===== config.mk =====
export PLATFORM = sky130hd
export DESIGN_NAME = counter_arbiter
export DESIGN_NICKNAME = d
export VERILOG_FILES = /design/src/rtl/counter_arbiter.sv
export SDC_FILE = /design/constraint.sdc
export NUM_CORES = 1
export LEC_CHECK = 0
export ABC_AREA = 1
export CELL_PAD_IN_SITES_DETAIL_PLACEMENT = 1
export CELL_PAD_IN_SITES_GLOBAL_PLACEMENT = 1
export CORE_MARGIN = 5
export CORE_UTILIZATION = 32
export DETAILED_ROUTE_END_ITERATION = 16
export PLACE_DENSITY_LB_ADDON = 0.3
export SLEW_MARGIN = 20
export SYNTH_ARGS = -nofsm -noshare
export SYNTH_HDL_FRONTEND = slang
export SYNTH_SLANG_ARGS = --single-unit

===== constraint.sdc =====
create_clock -name clk -period 2.48 [get_ports clk]
set_clock_uncertainty 0.1 [all_clocks]
set_input_delay 0.62 -clock clk [delete_from_list [all_inputs] [get_ports clk]]
set_output_delay 0.62 -clock clk [all_outputs]
set_load 0.01 [all_outputs]

===== src/rtl/counter_arbiter.sv =====
// counter_arbiter
// ---------------
// Shares one external up/down counter between two requesters. Each requester
// posts a job (start value, direction, step count). Jobs are granted
// round-robin. The granted job is sequenced onto the counter control pins,
// and completion is reported to the owner together with a status and the
// final count.
//
// Optional build macro: COUNTER_ARBITER_WRAP_EN
//   undefined : a step that would cross all-ones (up) or zero (down) stops the
//               job early with status 01 (saturated).
//   defined   : the boundary check is removed and the counter wraps modulo
//               2^N. Status 01 never occurs in this build.
//
// Ports
//   clk, reset             : rising-edge clock, asynchronous active-low reset
//   req0/1                 : job request, held until the matching grant
//   up0/1, start0/1,
//   steps0/1               : job parameters, sampled in the grant cycle
//   kill                   : synchronous abort of the active job (LOAD/RUN only)
//   gnt0/1                 : one-cycle grant pulse
//   done0/1                : one-cycle completion pulse to the job owner
//   status                 : 00 ok, 01 saturated, 10 killed (valid with done)
//   result_q               : final counter value (valid with done, else 0)
//   busy                   : high in LOAD, RUN and DONE
//   cnt_clr/load/en/up,
//   cnt_d                  : controls for the shared counter
//   cnt_max_tick/min_tick,
//   cnt_q                  : counter status and value
//   state_dbg              : current FSM state (IDLE=0 LOAD=1 RUN=2 DONE=3)
//
// Handshake: a request stays high until the grant pulse. The grant is
// combinational in IDLE, so the job parameters must be stable in that cycle.
// done is a Moore pulse in DONE. It is not acknowledged.
module counter_arbiter #(
  parameter int N = 3
) (
  input  logic         clk,
  input  logic         reset,
  input  logic         req0,
  input  logic         req1,
  input  logic         up0,
  input  logic         up1,
  input  logic [N-1:0] start0,
  input  logic [N-1:0] start1,
  input  logic [N-1:0] steps0,
  input  logic [N-1:0] steps1,
  input  logic         kill,
  output logic         gnt0,
  output logic         gnt1,
  output logic         done0,
  output logic         done1,
  output logic [1:0]   status,
  output logic [N-1:0] result_q,
  output logic         busy,
  output logic         cnt_clr,
  output logic         cnt_load,
  output logic         cnt_en,
  output logic         cnt_up,
  output logic [N-1:0] cnt_d,
  input  logic         cnt_max_tick,
  input  logic         cnt_min_tick,
  input  logic [N-1:0] cnt_q,
  output logic [1:0]   state_dbg
);

  typedef enum logic [1:0] {IDLE = 2'd0, LOAD = 2'd1, RUN = 2'd2, DONE = 2'd3} state_t;

  localparam logic [1:0] ST_OK   = 2'b00;
  localparam logic [1:0] ST_SAT  = 2'b01;
  localparam logic [1:0] ST_KILL = 2'b10;

  state_t       state, state_nxt;
  logic         rr;        // 0: requester 0 wins a tie, 1: requester 1 wins
  logic         owner;
  logic         up_r;
  logic [N-1:0] start_r;
  logic [N-1:0] steps_r;
  logic [N-1:0] rem, rem_nxt;
  logic [1:0]   status_r, status_nxt;
  logic         grant;
  logic         gnt_who;
  logic         at_bound;

`ifdef COUNTER_ARBITER_WRAP_EN
  logic unused_ticks;
  assign unused_ticks = cnt_max_tick ^ cnt_min_tick;
  assign at_bound     = 1'b0;
`else
  // The next step would run past the counter range in the job's direction.
  assign at_bound = up_r ? cnt_max_tick : cnt_min_tick;
`endif

  always_ff @(posedge clk or negedge reset) begin
    if (!reset) begin
      state    <= IDLE;
      rr       <= 1'b0;
      owner    <= 1'b0;
      up_r     <= 1'b0;
      start_r  <= '0;
      steps_r  <= '0;
      rem      <= '0;
      status_r <= ST_OK;
    end else begin
      state    <= state_nxt;
      rem      <= rem_nxt;
      status_r <= status_nxt;
      if (grant) begin
        owner   <= gnt_who;
        up_r    <= gnt_who ? up1 : up0;
        start_r <= gnt_who ? start1 : start0;
        steps_r <= gnt_who ? steps1 : steps0;
        rr      <= ~gnt_who;
      end
    end
  end

  always_comb begin
    state_nxt  = state;
    rem_nxt    = rem;
    status_nxt = status_r;
    grant      = 1'b0;
    gnt_who    = 1'b0;
    cnt_clr    = 1'b0;
    cnt_load   = 1'b0;
    cnt_en     = 1'b0;
    cnt_up     = 1'b0;
    cnt_d      = '0;
    case (state)
      IDLE: begin
        // The grant is gated by reset so that every output stays 0
        // while reset is asserted, even when requests are pending.
        if (reset && (req0 || req1)) begin
          grant      = 1'b1;
          gnt_who    = (req0 && req1) ? rr : req1;
          status_nxt = ST_OK;
          state_nxt  = LOAD;
        end
      end
      LOAD: begin
        cnt_load = 1'b1;
        cnt_d    = start_r;
        if (kill) begin
          status_nxt = ST_KILL;
          state_nxt  = DONE;
        end else if (steps_r == '0) begin
          state_nxt = DONE;
        end else begin
          rem_nxt   = steps_r;
          state_nxt = RUN;
        end
      end
      RUN: begin
        cnt_up = up_r;
        if (kill) begin
          cnt_clr    = 1'b1;
          status_nxt = ST_KILL;
          state_nxt  = DONE;
        end else if (at_bound) begin
          status_nxt = ST_SAT;
          state_nxt  = DONE;
        end else begin
          cnt_en  = 1'b1;
          rem_nxt = rem - N'(1);
          if (rem == N'(1)) state_nxt = DONE;
        end
      end
      DONE: begin
        state_nxt = IDLE;
      end
      default: state_nxt = IDLE;
    endcase
  end

  assign gnt0      = grant & ~gnt_who;
  assign gnt1      = grant & gnt_who;
  assign done0     = (state == DONE) & ~owner;
  assign done1     = (state == DONE) & owner;
  assign status    = status_r;
  assign result_q  = (state == DONE) ? cnt_q : '0;
  assign busy      = (state != IDLE);
  assign state_dbg = state;

endmodule


After elaboration in Yosys (flattened, before gate mapping)
Cells that the tools add are included.
{"block": "word_totals", "word_cells": 73, "register_bits": 16, "input_bits": 24, "out_inout_bits": 19}
{"block": "classes", "n_eq_ne": 12, "n_bitwise": 6, "addsub": 1, "n_mux": 35, "n_reduce_logical": 11}
{"op": "3-bit 2-to-1 mux", "count": 8}
{"op": "1-bit 2-to-1 mux", "count": 16}
{"op": "2-bit 2-to-1 mux", "count": 8}
{"op": "2-bit inequality test (second input constant)", "count": 6}
{"op": "2-bit case mux with 4 select lines", "count": 1}
{"op": "2-bit case mux with 3 select lines", "count": 1}
{"op": "3-bit case mux with 2 select lines", "count": 1}
{"op": "5-bit AND reduction", "count": 1}
{"op": "1-bit bitwise AND", "count": 4}
{"op": "2-bit == test (second input constant)", "count": 2}
{"op": "4-bit inequality test (second input constant)", "count": 1}
{"op": "4-bit AND reduction", "count": 1}
{"op": "2-bit nonzero test", "count": 2}
{"op": "3-bit by 1-bit == test with 1-bit output (second input constant)", "count": 1}
{"op": "3-bit logical NOT", "count": 1}
{"op": "3-bit inequality test (second input constant)", "count": 1}
{"op": "3-bit nonzero test", "count": 1}
{"op": "3-bit by 1-bit subtractor with 3-bit output (second input constant)", "count": 1}
{"op": "2-bit by 1-bit == test with 1-bit output (second input constant)", "count": 1}
{"op": "1-bit logical AND", "count": 2}
{"op": "2-bit logical NOT", "count": 1}
{"op": "1-bit NOT", "count": 2}
{"op": "2-bit AND reduction", "count": 1}
{"op": "1-bit logical OR", "count": 1}

Longest topological paths before layout
Gate-level depths: netlist of the first run.
{"block": "depth", "depth_word": 6, "depth_mapped": 9}

Least setup slack after synthesis of the first run
No wires, ideal clock.
{"block": "synth_path", "kind": "reg2out", "startpoint": "register state[0] (netlist: state_dbg[0])", "endpoint": "output port gnt0", "stages_incl_launch_ff": 6, "required_time_ps": 1760, "n_path_buf": 1, "slack_ps": 505, "arrival_ps": 1255, "cell_sequence": "dfrtp_1 inv_1 ha_1 o211ai_2 buf_2 nor2_1"}
{"block": "synth_between", "elab_chain_cells": 4}
{"item": "from (decl)", "line": "73", "rtl": "state_t state, state_nxt;"}
{"item": "from (signal assigned)", "line": "105", "rtl": "state <= state_nxt;"}
{"item": "2-bit logical NOT (*)", "line": "129", "rtl": "case (state)"}
{"item": "1-bit 2-to-1 mux", "line": "129"}
{"item": "1-bit NOT", "line": "175", "rtl": "assign gnt0 = grant & ~gnt_who;"}
{"item": "1-bit bitwise AND (*)", "line": "175"}
{"item": "to (decl)", "line": "49", "rtl": "output logic gnt0,"}
Mark *: on every way between the ends. The rest lies on a longest branch, timed or not.

Worst setup path after layout of the first run
{"block": "layout_path", "startpoint": "input port cnt_q[1]", "endpoint": "output port result_q[1]"}
{"block": "layout_between", "elab_chain_cells": 1}
{"item": "from (decl)", "line": "63", "rtl": "input logic [N-1:0] cnt_q,"}
{"item": "3-bit 2-to-1 mux", "line": "180", "rtl": "assign result_q = (state == DONE) ? cnt_q : '0;"}
{"item": "to (decl)", "line": "54", "rtl": "output logic [N-1:0] result_q,"}
No other way between the ends.

==> run metrics, run 1 <==
status finished clean; vias per std cell 4.622; VDD IR-drop max approximately 0.35 mV; placed cell area 0.001644 mm^2; die boundary width 67.72 um; Final WS setup approximately 45 ps; IO buf count 42; synthesized instance count 141; Crit. Startpoint cnt_q[1]; gr ovfl total 0; first-pass detailed-route iteration total 4; antenna diode count 0; die footprint 0.004585 mm^2; num ports between 40 and 50; Crit. End Element output port; largest net degree at the start of global routing 18; Reg-to-Reg End start_r[0]$_DFFE_PN0P_; DP Worst Slack -291.6 ps; Peak Freq 0.4107 GHz; Worst-Skew Late Latency 290 ps; class of the worst hold path in -> async; clk buf depth 2; sequential-to-total area share from yosys stat ~38%; # clock sinks 16; height of the die 67.72 um; arrival time worst endpoint roughly 1700 ps; Synth Cell Area approximately 0.0011 mm^2; setup TNS 0 ps; Total Wirelength 3.560 mm; Post-Place Cells 242; Worst-Margin Slew 261.7 ps; Pleak 0.9766 nW; Final nets ~240; global-route wire length before repair 5.871 mm; worst r2r path cells 8; CTS hold repair buffers 0; fin area ~0.0018 mm^2; Pins Over Slew Limit 0; share of layout cells above drive strength 1 20.69%; fillers 436; Final Hold Vio Count 0; DRC violations left 0; drt wl/cell approximately 14 um; post-DP HPWL between 2 and 3 mm; num rows 21; Critical Path Start Type input port; # setup viols final 0; Synth Register Bits 16; Core ar. 0.003284 mm^2; Avg Cell Area, Syn 7.560 um^2; Syn Nets between 150 and 200; crit path capture result_q[1]; Slew HR 82.50%; Worst-path clk slew roughly 100 ps; max-cap violations 0; total track usage ~17%; Hold Slack 407.7 ps; Max H-tree Level 1; Non-Filler Instances 249; CTS buffer count 3; CTS root buffer clkbuf_4; number of global-route vias before repair 1,263; area grow syn2layout 64.20%; RR Startpoint state_dbg[1]$_DFFE_PN0P_; Distinct cells, synth 22; Post-DRT Antenna Nets 0; Worst Path Required 1760 ps; Max FO, Critical Path 1; CTS tree yes; Final period util 98.17%; Pwr Total 1.809 mW; Tmin final 2435 ps; Iteration-0 DRC Markers 41; synth warn 0; Setup CP Type in -> out; initial antenna violation count 0; PwrDens 1033 mW/mm^2; Initial Util between 30% and 40%; vias 1,151; Final Core Density 53.30%; routability cong. ~0.83; Reg2Reg Setup Slack just under 800 ps
final cells by class:
cell class                 count  area, um^2  area share, %
multi-input combinational    101       611.8          34.95
timing repair buffer          59       558.0          31.88
inverter                      23       86.33          4.932
clock buffer                   4       36.28          2.073
sequential                    16       400.4          22.87
tap                           46       57.56          3.288
synthesized netlist by cell type:
master | number | area, um^2
nand2_1 | 45 | 168.9
inv_1 | 22 | 82.58
nand3_1 | 19 | 95.09
dfrtp_1 | 16 | 400.4
ha_1 | 7 | 87.58
nor2_1 | 5 | 18.77
nand2_2 | 4 | 25.02
o21ai_0 | 4 | 20.02
o21ai_1 | 4 | 20.02
a21oi_1 | 2 | 10.01
nand2_4 | 2 | 22.52
buf_2 | 1 | 5.000
inv_2 | 1 | 3.750
nand3_2 | 1 | 10.01
nand3_4 | 1 | 17.52
nand4_2 | 1 | 12.51
nor2_4 | 1 | 11.26
nor2_8 | 1 | 20.02
o211ai_1 | 1 | 7.510
o211ai_2 | 1 | 12.51
o21ai_2 | 1 | 8.760
or2_2 | 1 | 6.260
placed cells by master, fill, tap and decap left out, types with 4 or more instances in the layout:
cell type	count
ha_1	4
o21ai_0	4
nor2_1	5
o21ai_1	4
inv_1	20
dlymetal6s2s_1	6
nand2_2	4
nand3_1	19
dlygate4sd2_1	5
clkdlybuf4s50_1	30
nand2_1	45
buf_4	17
dfrtp_1	16
critical path, stage by stage:
cell             delay, ps
clkdlybuf4s50_1        470
nand2_1                 60
inv_1                   50
clkdlybuf4s50_1        520
cells by family (layout without fill, tap and decap cells):
group,Yosys count,after routing,synth area share (%)
AOI/OAI and AO/OA,13,13,7.395
DFF,16,16,37.56
buffers and inverters,24,86,8.567
and+or+nand+nor,81,81,38.26
adders and majority gates,7,7,8.216
state kept, by name, indices dropped and copies added (netlist names):
name	flops
steps_r	3
status	2
state_dbg	2
owner	1
up_r	1
rem	3
rr	1
start_r	3
worst min-delay path by stage:
stage / slack [ps] / to / startpoint / cells past startpoint
3_3_place_gp: 370 / status[1]$_DFFE_PN0P_ / status[1]$_DFFE_PN0P_ / 2
3_5_place_dp: 390 / steps_r[2]$_DFFE_PN0P_ / steps_r[2]$_DFFE_PN0P_ / 2
4_1_cts: 400 / status[0]$_DFFE_PN0P_ / reset / 2
6_report: 410 / rem[1]$_DFFE_PN0P_ / reset / 2
2_1_floorplan: 220 / owner$_DFFE_PN0P_ / reset / 0
5_1_grt: 410 / status[1]$_DFFE_PN0P_ / reset / 2
what timing repair did:
item,in CTS,in global routing
setup buffers,1,2
resized for setup,15,7
pin swaps,2,1
endpoints found under the setup margin,14,8
per-layer routing:
layer / wire length [um] / GRT usage [%] / vias up
met1: 1481 / 19.35 / 548
met2: 1888 / 31.71 / 35
met3: 180 / 2.829 / 2
met5: 0 / 0 / -
met4: 10 / 3.797 / 0
li1: - / - / 566
power by group:
part	leakage, nW	internal, mW	switching [mW]
combinational	0.756	0.545	0.618
sequential	0.200	0.381	0.0844
clock	0.0210	0.0894	0.0905
total	0.977	1.02	0.793
No activity file was read; power rests on OpenSTA's default activity.
==> run 2, diff against run 1 <==
--- a/config.mk
+++ b/config.mk
@@ -8,8 +8,8 @@
 export ABC_AREA = 1
 export CELL_PAD_IN_SITES_DETAIL_PLACEMENT = 1
 export CELL_PAD_IN_SITES_GLOBAL_PLACEMENT = 1
-export CORE_MARGIN = 5
 export CORE_UTILIZATION = 32
+export CTS_CLUSTER_SIZE = 20
 export DETAILED_ROUTE_END_ITERATION = 16
 export PLACE_DENSITY_LB_ADDON = 0.3
 export SLEW_MARGIN = 20
==> run 2 against run 1 <==
Worst setup slack got worse by 8.4 ps. Power down 4.7%. Non-clock buffer count fell by 3. Worst hold slack worse by 5.7 ps. Wire length shrank 11%. Clock power down 24%. Clock-buffer cell count is 1 lower. Final area is 3.2% lower. Die area fell by 22%. First-iteration DRC count is 15% higher. Sequential share of layout area is 0.76 points higher. Via count fell by 3.1%. Critical endpoint is now result_q[0].
==> run metrics, run 2 (synthesis gave the netlist of run 1 again) <==
Total Wirelength 3.177 mm (was 3.560 mm); # clock sinks 16 (unchanged); most frequent cells in the layout nand2_1, clkdlybuf4s50_1, inv_1, nand3_1, dfrtp_1 (was nand2_1, clkdlybuf4s50_1, inv_1, nand3_1, buf_4); number of global-route vias before repair 1,225 (was 1,263); Setup CP Type in -> out (unchanged); total track usage 20.37% (was 16.77%); die boundary width 59.72 um (was 67.72 um); # setup viols final 0 (unchanged); CTS tree yes (unchanged); M2 GR Usage 37.46% (was 31.71%); area grow syn2layout 58.92% (was 64.20%); Worst-Skew Late Latency 280 ps (was 290 ps); gr ovfl total 0 (unchanged); global-route wire length before repair 5.444 mm (was 5.871 mm); Core ar. 0.003103 mm^2 (was 0.003284 mm^2); routability cong. 0.7423 (was 0.8276); first-pass detailed-route iteration total 4 (unchanged); Pins Over Slew Limit 0 (unchanged); Initial Util 34.35% (was 32.46%); CTS buffer count 3 (unchanged); fillers 413 (was 436); area of the multi-input gates 604.3 um^2 (was 611.8 um^2); Hold Slack 402.1 ps (was 407.7 ps); initial antenna violation count 0 (unchanged); Worst path slowest cell clkdlybuf4s50_1 (unchanged); post-DP HPWL 2.617 mm (was 2.840 mm); Worst Path Required 1760 ps (about the same); Final nets 232 (was 235); class of the worst hold path reg -> reg (was in -> async); Final Hold Vio Count 0 (unchanged); status finished clean (unchanged); largest net degree at the start of global routing 18 (unchanged); vias 1,115 (was 1,151); Combinational Power Share 65.0% (was 64.3%); Iteration-0 DRC Markers 47 (was 41); Max H-tree Level 1 (unchanged); die footprint 0.003566 mm^2 (was 0.004585 mm^2); clk buf depth 2 (unchanged); antenna diode count 0 (unchanged); unrepaired setup endpoints after global routing no; sw power 763.4 uW (was 793.3 uW); max-cap violations 0 (unchanged); Critical Path Start Type input port (unchanged); drt wl/cell 13.07 um (was 14.30 um); switching part of the total power 44.30% (was 43.86%); largest registers rem: 3 flops, start_r: 3 flops, steps_r: 3 flops (unchanged); Crit path largest cell delay 550 ps (was 520 ps); clock share of power 7.9% (was 9.9%); Tmin final 2443 ps (was 2435 ps); Slew HR 82.00% (was 82.50%); Int Pwr 959.8 uW (was 1.015 mW); arrival time worst endpoint 1720 ps (was 1710 ps); Post-DRT Antenna Nets 0 (unchanged); Final period util 98.51% (was 98.17%); DRC violations left 0 (unchanged); height of the die 59.72 um (was 67.72 um); Max FO, Critical Path 1 (unchanged); Worst-Margin Slew 269.2 ps (was 261.7 ps); commonest non-fill, non-tap cell in the layout nand2_1 (unchanged); Crit. End Element output port (unchanged); CTS hold repair buffers 0 (unchanged); CTS root buffer clkbuf_4 (unchanged); placed cell area 0.001642 mm^2 (was 0.001644 mm^2); CP Cell Sequence clkdlybuf4s50_1, nand2_1, inv_1, clkdlybuf4s50_1 (unchanged); Pleak 0.9212 nW (was 0.9766 nW); VDD IR-drop max 0.4034 mV (was 0.3519 mV); setup TNS 0 ps (unchanged); IO buf count 42 (unchanged); num ports 43 (unchanged); Reg power frac 27.2% (was 25.7%); Peak Freq 0.4093 GHz (was 0.4107 GHz); met1 Use GR 24.25% (was 19.35%); Reg area 400.4 um^2 (unchanged); Most Frequent Cell on Critical Path clkdlybuf4s50_1 (unchanged); num rows 20 (was 21); vias per std cell 4.588 (was 4.622); fin area 0.001694 mm^2 (was 0.001750 mm^2); GR peak layer met2 (unchanged); share of layout cells above drive strength 1 19.60% (was 20.69%); Worst-path clk slew 90 ps (was 100 ps); PwrDens 1017 mW/mm^2 (was 1033 mW/mm^2); grt met3 use 3.030% (was 2.829%)
==> run 2: through the flow <==
stage	cells	setup slack [ps]	total power, mW	util, %
after floorplan	141	505.4	1.073	-
after global placement	240	-265.6	1.511	52.90
after detailed placement	240	-278.0	1.571	52.90
after CTS	243	2.669	1.738	54.11
after global routing	243	1.892	1.879	54.60
final	243	36.95	1.723	54.60
==> run 2: worst max-delay path, delay by kind of cell <==
family / cells / cell delay [ps]
buffers and inverters: 3 / 1060
AND/OR/NAND/NOR: 1 / 50
==> run 2: power groups by stage <==
stage / sequential (mW) / clock, mW / combinational [mW]
final: 0.468 / 0.136 / 1.12
after global routing: 0.483 / 0.150 / 1.25
after CTS: 0.466 / 0.143 / 1.13
after detailed placement: 0.469 / 0 / 1.10
after global placement: 0.460 / 0 / 1.05
after floorplan: 0.471 / 0 / 0.602
==> run 2: timing repair <==
action	CTS	global route
setup buffers	0	0
gates resized for setup	13	9
setup endpoints to repair	13	11
gates cloned	0	0
pin swaps	1	1
==> run 2: routing by layer <==
metal / up-vias / part of all wire (%)
met1: 516 / 42
met5: - / 0
met4: 0 / 0.85
met2: 36 / 52
met3: 4 / 4.7
li1: 559 / -
==> run 2: cell type report <==
class / instances / area share [%]
multi-input combinational: 101 / 35.67
timing repair buffer: 56 / 31.02
sequential: 16 / 23.63
inverter: 23 / 5.096
tap: 44 / 3.250
clock buffer: 3 / 1.329
==> run 2: worst paths after layout <==
check | startpoint | slack [ps] | end | cells past startpoint
min reg2reg | status[1]$_DFFE_PN0P_ | 400 | status[1]$_DFFE_PN0P_ | 2
max in group asynchronous | reset | 1660 | steps_r[0]$_DFFE_PN0P_ | 2
min in group asynchronous | reset | 430 | up_r$_DFFE_PN0P_ | 2
max reg2reg | state_dbg[1]$_DFFE_PN0P_ | 920 | state_dbg[0]$_DFFE_PN0P_ | 9
min | status[1]$_DFFE_PN0P_ | 400 | status[1]$_DFFE_PN0P_ | 2
max | cnt_q[0] | 40 | result_q[0] | 4
